### config.mk
export PLATFORM = sky130hd
export DESIGN_NAME = mux8_rr_arbiter_flat
export DESIGN_NICKNAME = d
export VERILOG_FILES = /design/src/rtl/mux8_rr_arbiter_pkg.sv /design/src/rtl/mux8_rr_arbiter_if.sv /design/src/rtl/mux8_rr_arbiter_rr_pick8.sv /design/src/rtl/mux8_rr_arbiter.sv /design/src/flat_wrapper.sv
export SDC_FILE = /design/constraint.sdc
export NUM_CORES = 1
export LEC_CHECK = 0
export ABC_AREA = 0
export CORE_MARGIN = 5
export CORE_UTILIZATION = 47
export DETAILED_ROUTE_END_ITERATION = 10
export GPL_TIMING_DRIVEN = 0
export PLACE_DENSITY = 0.76
export SLEW_MARGIN = 20
export SYNTH_ARGS = -nofsm -noshare
export SYNTH_HDL_FRONTEND = slang
export SYNTH_HIERARCHICAL = 1
export SYNTH_SLANG_ARGS = --single-unit
export TNS_END_PERCENT = 50
### constraint.sdc
create_clock -name clk -period 4.4 [get_ports clk]
set_clock_uncertainty 0.1 [all_clocks]
set_input_delay 0.44 -clock clk [delete_from_list [all_inputs] [get_ports clk]]
set_output_delay 0.44 -clock clk [all_outputs]
set_load 0.02 [all_outputs]
### src/rtl/mux8_rr_arbiter_pkg.sv
// Shared types and constants for the 8-way round-robin mux arbiter.
package mux8_arb_pkg;

  localparam int unsigned N_REQ = 8;
  localparam int unsigned SEL_W = 3;

  typedef enum logic {
    IDLE = 1'b0,
    BUSY = 1'b1
  } arb_state_t;

  function automatic logic [N_REQ-1:0] onehot8(input logic [SEL_W-1:0] idx);
    return N_REQ'(1) << idx;
  endfunction

endpackage

### src/rtl/mux8_rr_arbiter_if.sv
// Requester/consumer handshake bundle for mux8_rr_arbiter.
interface mux8_rr_arbiter_if;
  import mux8_arb_pkg::*;

  logic [N_REQ-1:0] req;
  logic [N_REQ-1:0] req_lock;
  logic             out_ready;
  logic [SEL_W-1:0] select;
  logic [N_REQ-1:0] grant;
  logic             out_valid;
  logic             busy;

  // Arbiter side.
  modport master (
    input  req, req_lock, out_ready,
    output select, grant, out_valid, busy
  );

  // Requesters and downstream consumer.
  modport slave (
    output req, req_lock, out_ready,
    input  select, grant, out_valid, busy
  );

endinterface

### src/rtl/mux8_rr_arbiter_rr_pick8.sv
// Round-robin pick: first set request bit searching from ptr upward, wrapping mod 8.
module rr_pick8
  import mux8_arb_pkg::*;
(
  input  logic [N_REQ-1:0] req,
  input  logic [SEL_W-1:0] ptr,
  output logic             found,
  output logic [SEL_W-1:0] idx
);

  logic [2*N_REQ-1:0] dbl;
  logic [N_REQ-1:0]   rot;
  logic [SEL_W-1:0]   off;

  always_comb begin
    dbl   = {req, req};
    rot   = dbl[ptr +: N_REQ];
    found = |req;
    off   = '0;
    // Descending scan so the lowest rotated bit wins.
    for (int unsigned i = N_REQ; i > 0; i--) begin
      if (rot[i-1]) off = SEL_W'(i - 1);
    end
    idx = ptr + off;
  end

endmodule

### src/rtl/mux8_rr_arbiter.sv
// Round-robin arbiter for an 8-way 32-bit mux with capped locked bursts and valid/ready output.
module mux8_rr_arbiter
  import mux8_arb_pkg::*;
#(
  parameter int unsigned MAX_BURST = 4,
  parameter int unsigned BEAT_W    = $clog2(MAX_BURST + 1)
) (
  input  logic               clk,
  input  logic               reset,
  mux8_rr_arbiter_if.master  arb
);

  arb_state_t       state_q, state_d;
  logic [SEL_W-1:0] sel_q, sel_d;
  logic [N_REQ-1:0] grant_q, grant_d;
  logic             valid_q, valid_d;
  logic [SEL_W-1:0] ptr_q, ptr_d;
  logic [BEAT_W-1:0] beat_q, beat_d;

  logic [SEL_W-1:0] sel_inc;
  logic [SEL_W-1:0] pick_ptr;
  logic             pick_found;
  logic [SEL_W-1:0] pick_idx;
  logic             cont;

  assign sel_inc = sel_q + 1'b1;
  // In BUSY the only pick consumed is the release re-pick, which starts just past the current owner.
  assign pick_ptr = (state_q == IDLE) ? ptr_q : sel_inc;

  rr_pick8 u_pick (
    .req   (arb.req),
    .ptr   (pick_ptr),
    .found (pick_found),
    .idx   (pick_idx)
  );

  assign cont = arb.req_lock[sel_q] & arb.req[sel_q] & (beat_q < BEAT_W'(MAX_BURST));

  always_comb begin
    state_d = state_q;
    sel_d   = sel_q;
    grant_d = grant_q;
    valid_d = valid_q;
    ptr_d   = ptr_q;
    beat_d  = beat_q;

    unique case (state_q)
      IDLE: begin
        if (pick_found) begin
          state_d = BUSY;
          sel_d   = pick_idx;
          grant_d = onehot8(pick_idx);
          valid_d = 1'b1;
          beat_d  = BEAT_W'(1);
        end else begin
          sel_d   = '0;
          grant_d = '0;
          valid_d = 1'b0;
        end
      end
      BUSY: begin
        if (valid_q && arb.out_ready) begin
          if (cont) begin
            beat_d = beat_q + 1'b1;
          end else begin
            ptr_d = sel_inc;
            if (pick_found) begin
              sel_d   = pick_idx;
              grant_d = onehot8(pick_idx);
              valid_d = 1'b1;
              beat_d  = BEAT_W'(1);
            end else begin
              state_d = IDLE;
              sel_d   = '0;
              grant_d = '0;
              valid_d = 1'b0;
              beat_d  = '0;
            end
          end
        end else if (!arb.req[sel_q]) begin
          state_d = IDLE;
          ptr_d   = sel_inc;
          sel_d   = '0;
          grant_d = '0;
          valid_d = 1'b0;
          beat_d  = '0;
        end
      end
      default: state_d = IDLE;
    endcase
  end

  always_ff @(posedge clk or posedge reset) begin
    if (reset) begin
      state_q <= IDLE;
      sel_q   <= '0;
      grant_q <= '0;
      valid_q <= 1'b0;
      ptr_q   <= '0;
      beat_q  <= '0;
    end else begin
      state_q <= state_d;
      sel_q   <= sel_d;
      grant_q <= grant_d;
      valid_q <= valid_d;
      ptr_q   <= ptr_d;
      beat_q  <= beat_d;
    end
  end

  assign arb.select    = sel_q;
  assign arb.grant     = grant_q;
  assign arb.out_valid = valid_q;
  assign arb.busy      = (state_q == BUSY);

endmodule

### src/flat_wrapper.sv
// flat-port wrapper written by rule: the top's interface ports become plain ports
module mux8_rr_arbiter_flat import mux8_arb_pkg::*;
#(
  parameter int unsigned MAX_BURST = 4,
  parameter int unsigned BEAT_W    = $clog2(MAX_BURST + 1)
)
  (clk, reset, arb_req, arb_req_lock, arb_out_ready, arb_select, arb_grant, arb_out_valid, arb_busy);
  mux8_rr_arbiter_if arb_i ();
  input  logic clk;
  input  logic reset;
  input wire logic [$bits(arb_i.req)-1:0] arb_req;
  input wire logic [$bits(arb_i.req_lock)-1:0] arb_req_lock;
  input wire logic [$bits(arb_i.out_ready)-1:0] arb_out_ready;
  output wire logic [$bits(arb_i.select)-1:0] arb_select;
  output wire logic [$bits(arb_i.grant)-1:0] arb_grant;
  output wire logic [$bits(arb_i.out_valid)-1:0] arb_out_valid;
  output wire logic [$bits(arb_i.busy)-1:0] arb_busy;
  assign arb_i.req = arb_req;
  assign arb_i.req_lock = arb_req_lock;
  assign arb_i.out_ready = arb_out_ready;
  assign arb_select = arb_i.select;
  assign arb_grant = arb_i.grant;
  assign arb_out_valid = arb_i.out_valid;
  assign arb_busy = arb_i.busy;
  mux8_rr_arbiter #(.MAX_BURST(MAX_BURST), .BEAT_W(BEAT_W)) u_core (.clk(clk), .reset(reset), .arb(arb_i));
endmodule
==> results of run 1 <==
-- final cells by class --
cell class                 instances  share of cell area
buffer                            12              0.0440
sequential                        19               0.199
multi-input combinational        123               0.512
clock buffer                       3              0.0173
tap                               48              0.0251
inverter                           8              0.0126
timing repair buffer              49               0.186
clock inverter                     1             0.00314
-- cells in the mapped netlist, drive strengths merged (3+ instances only) --
library cell / instances
inv: 8
ha: 3
mux2i: 11
and3: 3
buf: 7
o211ai: 5
mux2: 7
dfrtp: 19
a21oi: 4
nand4b: 3
o2bb2ai: 9
nand2: 18
nand2b: 3
nor2: 3
clkbuf: 5
a21o: 3
o21ai: 3
mux4: 9
-- sequential cells by signal, indices dropped and copies added (netlist names) --
signal and count:
u_core/arb.grant 8, u_core/arb.select 3, u_core/beat_q 3, u_core/ptr_q 3, u_core/arb.busy 1, u_core/arb.out_valid 1
-- cells by family after synthesis --
family                     after synthesis  share of synthesized area
AOI/OAI and AO/OA                       41                      0.207
adders and majority gates                4                     0.0335
xor gates and xnor gates                 3                     0.0153
DFF                                     19                      0.276
buffers and inverters                   20                     0.0596
and+or+nand+nor                         48                      0.157
muxes                                   27                      0.252
-- worst paths after layout --
check / start / endpoint / slack (ns) / cells after the start
setup / recovery: u_core/arb.busy / u_core/arb.grant[4] / 0.14 / 18
hold / removal: u_core/arb.grant[0] / u_core/arb.grant[0] / 0.39 / 1
setup reg to reg: u_core/arb.busy / u_core/arb.grant[4] / 0.14 / 18
hold reg to reg: u_core/arb.grant[0] / u_core/arb.grant[0] / 0.39 / 1
max in group asynchronous: reset / u_core/ptr_q[0] / 3.26 / 2
min in group asynchronous: reset / u_core/arb.grant[0] / 0.49 / 2
-- layout by cell type (no fill, tap or decap), types with 2 or more instances in the layout --
cell type and count:
a32o_1 2, buf_6 4, mux4_2 6, o211ai_1 5
buf_2 3, nor3b_1 2, dfrtp_1 19, nand4_1 2
buf_8 2, o2bb2ai_2 2, o2bb2ai_1 7, mux2_4 4
nand2_1 17, mux2_2 3, clkbuf_1 2, inv_1 8
or4b_2 2, clkbuf_8 3, nand4b_1 3, clkdlybuf4s50_1 31
a21o_1 2, nor3_1 2, buf_4 19, mux2i_1 10
o21ai_0 2, o32ai_1 2, and3_1 3, nand2b_1 3
or3_1 2, nor2_1 2, a311oi_1 2, and2_1 2
xnor2_2 2, a21oi_4 2, mux4_1 3, nor4_1 2
-- worst max-delay path: cells and delay by family, from the launching register on --
kind	cells	cell delay (ns)
buffers and inverters	5	0.63
XOR/XNOR	2	0.45
multiplexers	2	0.76
AO/OA/AOI/OAI	5	0.80
AND/OR/NAND/NOR	2	0.47
flip-flops	1	0.41
adder cells (fa/ha/maj)	2	0.55
-- routing by layer --
metal	track usage	part of all wire
met1	0.246	0.42
met2	0.340	0.53
met3	0.0317	0.038
met4	0.0596	0.016
met5	0	0
-- stage by stage --
| step | setup TNS, ns | cells | hold slack (ns) | utilization | setup WS (ns) |
|---|---|---|---|---|---|
| floorplan | 0 | 162 | 0.291 | - | 0.0259 |
| global placement | -1.07 | 241 | 0.378 | 0.581 | -0.291 |
| detailed placement | -2.32 | 241 | 0.375 | 0.581 | -0.454 |
| CTS | 0 | 252 | 0.394 | 0.623 | 0.000723 |
| global route | 0 | 263 | 0.403 | 0.662 | 0.00411 |
| finish | 0 | 263 | 0.388 | 0.662 | 0.136 |
-- timing repair --
item / CTS / global route
setup endpoints to repair: 9 / 7
pin swaps: 2 / 10
resized for setup: 11 / 23
setup buffers: 7 / 11
==> results.yml, run 1 <==
status:
  run_status: "complete, no violations"
global_routing:
  grt_pass1_wl_um: 7870
  grt_max_degree: 20
  antenna_found_initial: 0
  track_usage: 0.195
  grt_pass1_vias: 1611
  overflow: 0
logic_synthesis:
  synth_area_leader_cell: "dfrtp_1"
  syn_area_per_cell_um2: 10.6
  synth_flop_cell: "dfrtp_1"
  syn_area_um2: 1720
  synth-edff-count: 0
  syn_nets: 185
  synth_top_cell_area_share: 0.276
  synthTopCellsByArea: "dfrtp_1, mux4_1, mux2i_1"
  async_reset_ff_frac: 1.00
  netlist-cell-type-count: 52
  synthesis.instances: 162
  yosysSeqAreaShare: 0.276
  ys_ff_latch: 19
  ys_warn_count: 6
routing:
  wirelength_um: 4770
  viasPerCell: 6.07
  first_iter_violations: 102
  dr.pass1.iters: 4
  avgRoutedWirePerCell_um: 18.1
  drcViolationCount: 0
  num_vias: 1597
  detail-route-antenna-nets: 0
final_layout:
  register_area_um2: 475
  multi_input_area_um2: 1220
  area_growth_pct: 38.8
  diodes: 0
  layout-drive-gt1-share: 0.316
  n_fill_cell: 271
  nets: 239
  final_cell_area_um2: 2390
die:
  start_util: 0.477
  dieHeight_um: 70.5
  core-area_um2: 3610
  rows: 22
  dieArea_um2: 4970
  ios: 32
  die_w_um: 70.5
place:
  place_area_um2: 2090
  dp_hpwl_um: 3320
  gp_congestion: 0.888
  numPortBuffers: 31
worst_setup_path:
  cp.arrival_ns: 4.36
  startpoint_type: "flop"
  max_stage_delay_ns: 0.54
  cp_cell_sequence: "buf_8 > buf_8 > a21oi_4 > buf_6 > mux4_2 > mux2i_1 > o311ai_1 > a21bo_2 > a31oi_4 > ha_2 > inv_1 > fa_2 > xnor2_2 > xnor2_2 > buf_4 > nand2_1 > or3_1 > o2bb2ai_2"
  cp_slowest_cell: "mux4_2"
  crit_required_ns: 4.49
  end_kind: "flop"
  cp_max_fo: 8
  crit_type: "flop to flop"
sta:
  fin_crit_sh: 0.969
  period_needed_ns: 4.26
  max_freq_ghz: 0.235
  drv_slew: 0
  final_hold_viol_count: 0
  rsz0062_at_grt: "false"
  setup_viol: 0
  tightest_slew_ns: 0.720
  relSlewSlack: 0.520
clock_network:
  tritoncts: "yes"
  cts_sinks: 19
  path_clk_slew_ns: 0.07
  hold_buffers: 0
  htreeDepth: 1
  cts.path.max_buffers: 2
  cts-root-buf: "clkbuf_8"
  insertion_delay_ns: 0.26
  cts_buffers: 3
job:
  maxCapViolCount: 0
worst_hold_path:
  hp-class: "flop to flop"
Power of run 1 is left out: the tool's default activity adds up to more than one toggle a clock period on the data nets, which glitch-free logic cannot reach.
==> run 2, diff against run 1 <==
--- a/config.mk
+++ b/config.mk
@@ -9,7 +9,6 @@
 export CORE_MARGIN = 5
 export CORE_UTILIZATION = 47
 export DETAILED_ROUTE_END_ITERATION = 10
-export GPL_TIMING_DRIVEN = 0
 export PLACE_DENSITY = 0.76
 export SLEW_MARGIN = 20
 export SYNTH_ARGS = -nofsm -noshare
==> run 2 against run 1 <==
  * Non-clock buffer count shrank 22
  * Core utilization shrank 6.7 points
  * Critical path type unchanged
  * Final area shrank 10%
  * Die area is the same
  * Largest cell class unchanged
==> results.yml, run 2 (same netlist as run 1, synthesis figures left out) <==
routing:
  dr.pass1.iters: 4
  viasPerCell: 6.08
  drcViolationCount: 0
  wirelength_um: 4430
  avgRoutedWirePerCell_um: 18.4
  detail-route-antenna-nets: 0
  first_iter_violations: 124
  num_vias: 1465
final_layout:
  largest_reg_flops: 8
  diodes: 0
  layout-drive-gt1-share: 0.197
  area_growth_pct: 24.7
  nets: 217
  final_cell_area_um2: 2150
  layout_common_cells: "clkdlybuf4s50_1, dfrtp_1, nand2_1, mux2i_1, o2bb2ai_1"
  final_common_cell: "clkdlybuf4s50_1"
worst_setup_path:
  cp_slowest_cell: "or4b_2"
  ff2ff_path_depth: 14
  max_stage_delay_ns: 0.67
  r2r_end: "u_core/arb.grant[2]"
  cp.arrival_ns: 4.29
  startpoint_type: "flop"
  worst-path-buf-inv: 1
  end_kind: "flop"
  critical_path.reg2reg.startpoint: "u_core/arb.select[1]"
  endpoint: "u_core/arb.grant[2]"
  reg2reg_setup_slack_ns: 0.20
  startpoint: "u_core/arb.select[1]"
  cp_num_cells: 14
  cp_max_fo: 7
  crit_family: "adder cells"
  cp_cell_sequence: "ha_1 > a21o_1 > mux4_2 > mux2i_2 > o311ai_1 > a21bo_2 > a31oi_1 > ha_1 > inv_1 > fa_1 > xnor2_2 > xnor2_2 > or4b_2 > o2bb2ai_1"
  crit_type: "flop to flop"
  crit_required_ns: 4.49
die:
  start_util: 0.477
  core-area_um2: 3610
  die_w_um: 70.5
  dieArea_um2: 4970
  dieHeight_um: 70.5
  ios: 32
  rows: 22
sta:
  fin_crit_sh: 0.955
  layout_setup_ws_ns: 0.199
  period_needed_ns: 4.20
  rsz0062_at_grt: "false"
  tightest_slew_ns: 0.713
  setup_tns_ns: 0
  drv_slew: 0
  final_hold_viol_count: 0
  hold_ws_ns: 0.390
  relSlewSlack: 0.524
  setup_viol: 0
  max_freq_ghz: 0.238
place:
  numPortBuffers: 31
  place_area_um2: 2070
  gp_congestion: 0.814
  dp_slack_ns: -0.0217
  dp_hpwl_um: 3410
global_routing:
  grt_pass1_vias: 1576
  antenna_found_initial: 0
  gr-usage-met3: 0.0302
  grt_max_degree: 20
  use_met2: 0.327
  grtUsageMet1: 0.235
  track_usage: 0.187
  top_usage_layer: "met2"
  overflow: 0
  grt_pass1_wl_um: 7600
clock_network:
  tritoncts: "yes"
  htreeDepth: 1
  cts_buffers: 3
  insertion_delay_ns: 0.26
  path_clk_slew_ns: 0.08
  cts_sinks: 19
  cts.path.max_buffers: 2
  cts-root-buf: "clkbuf_8"
  hold_buffers: 0
status:
  run_status: "complete, no violations"
worst_hold_path:
  hp-class: "flop to flop"
job:
  maxCapViolCount: 0
[run 2: cell count changes in the layout (fill, tap and decap cells not counted), sizes merged]
cell    delta
buf       -20
clkbuf     -2
[run 2: worst min path at each step]
stage | from | endpoint | slack, ns | cells past startpoint
after floorplan | reset | u_core/arb.busy | 0.29 | 1
after global placement | u_core/arb.grant[5] | u_core/arb.grant[5] | 0.38 | 1
after detailed placement | u_core/arb.grant[0] | u_core/arb.grant[0] | 0.38 | 1
after CTS | u_core/arb.grant[0] | u_core/arb.grant[0] | 0.39 | 1
after global routing | u_core/arb.grant[0] | u_core/arb.grant[0] | 0.41 | 1
final | u_core/arb.grant[0] | u_core/arb.grant[0] | 0.39 | 1
[run 2: repair_timing]
item / CTS / global route
endpoints found under the setup margin: 0 / 5
resized for setup: 0 / 10
setup buffers: 0 / 1
endpoints found under the hold margin: 0 / 0
[run 2: cell type report]
cell class	instances	area, µm²
Fill cell	298	1460
Multi-Input combinational cell	123	1150
Sequential cell	19	475
Timing Repair Buffer	39	378
Tap cell	48	60.1
Clock buffer	3	41.3
Inverter	8	30.0
Clock inverter	1	7.51
[run 2: per-stage QoR]
step,util,std cells
after floorplan,-,162
after global placement,0.574,236
after detailed placement,0.574,236
after CTS,0.588,240
after global routing,0.595,241
final,0.595,241
[run 2: layer usage]
metal	vias up	wire length, µm
met5	-	0
met4	0	76
met3	7	181
met2	42	2260
met1	719	1910
li1	697	-
Power of run 2 is left out for the same reason.
==> run 3, diff against run 2 <==
--- a/config.mk
+++ b/config.mk
@@ -9,6 +9,7 @@
 export CORE_MARGIN = 5
 export CORE_UTILIZATION = 47
 export DETAILED_ROUTE_END_ITERATION = 10
+export GPL_ROUTABILITY_DRIVEN = 0
 export PLACE_DENSITY = 0.76
 export SLEW_MARGIN = 20
 export SYNTH_ARGS = -nofsm -noshare
==> results of run 3 <==
Final layout, timing and power as in run 2 (identical DEF).
Power of run 3 is left out for the same reason.
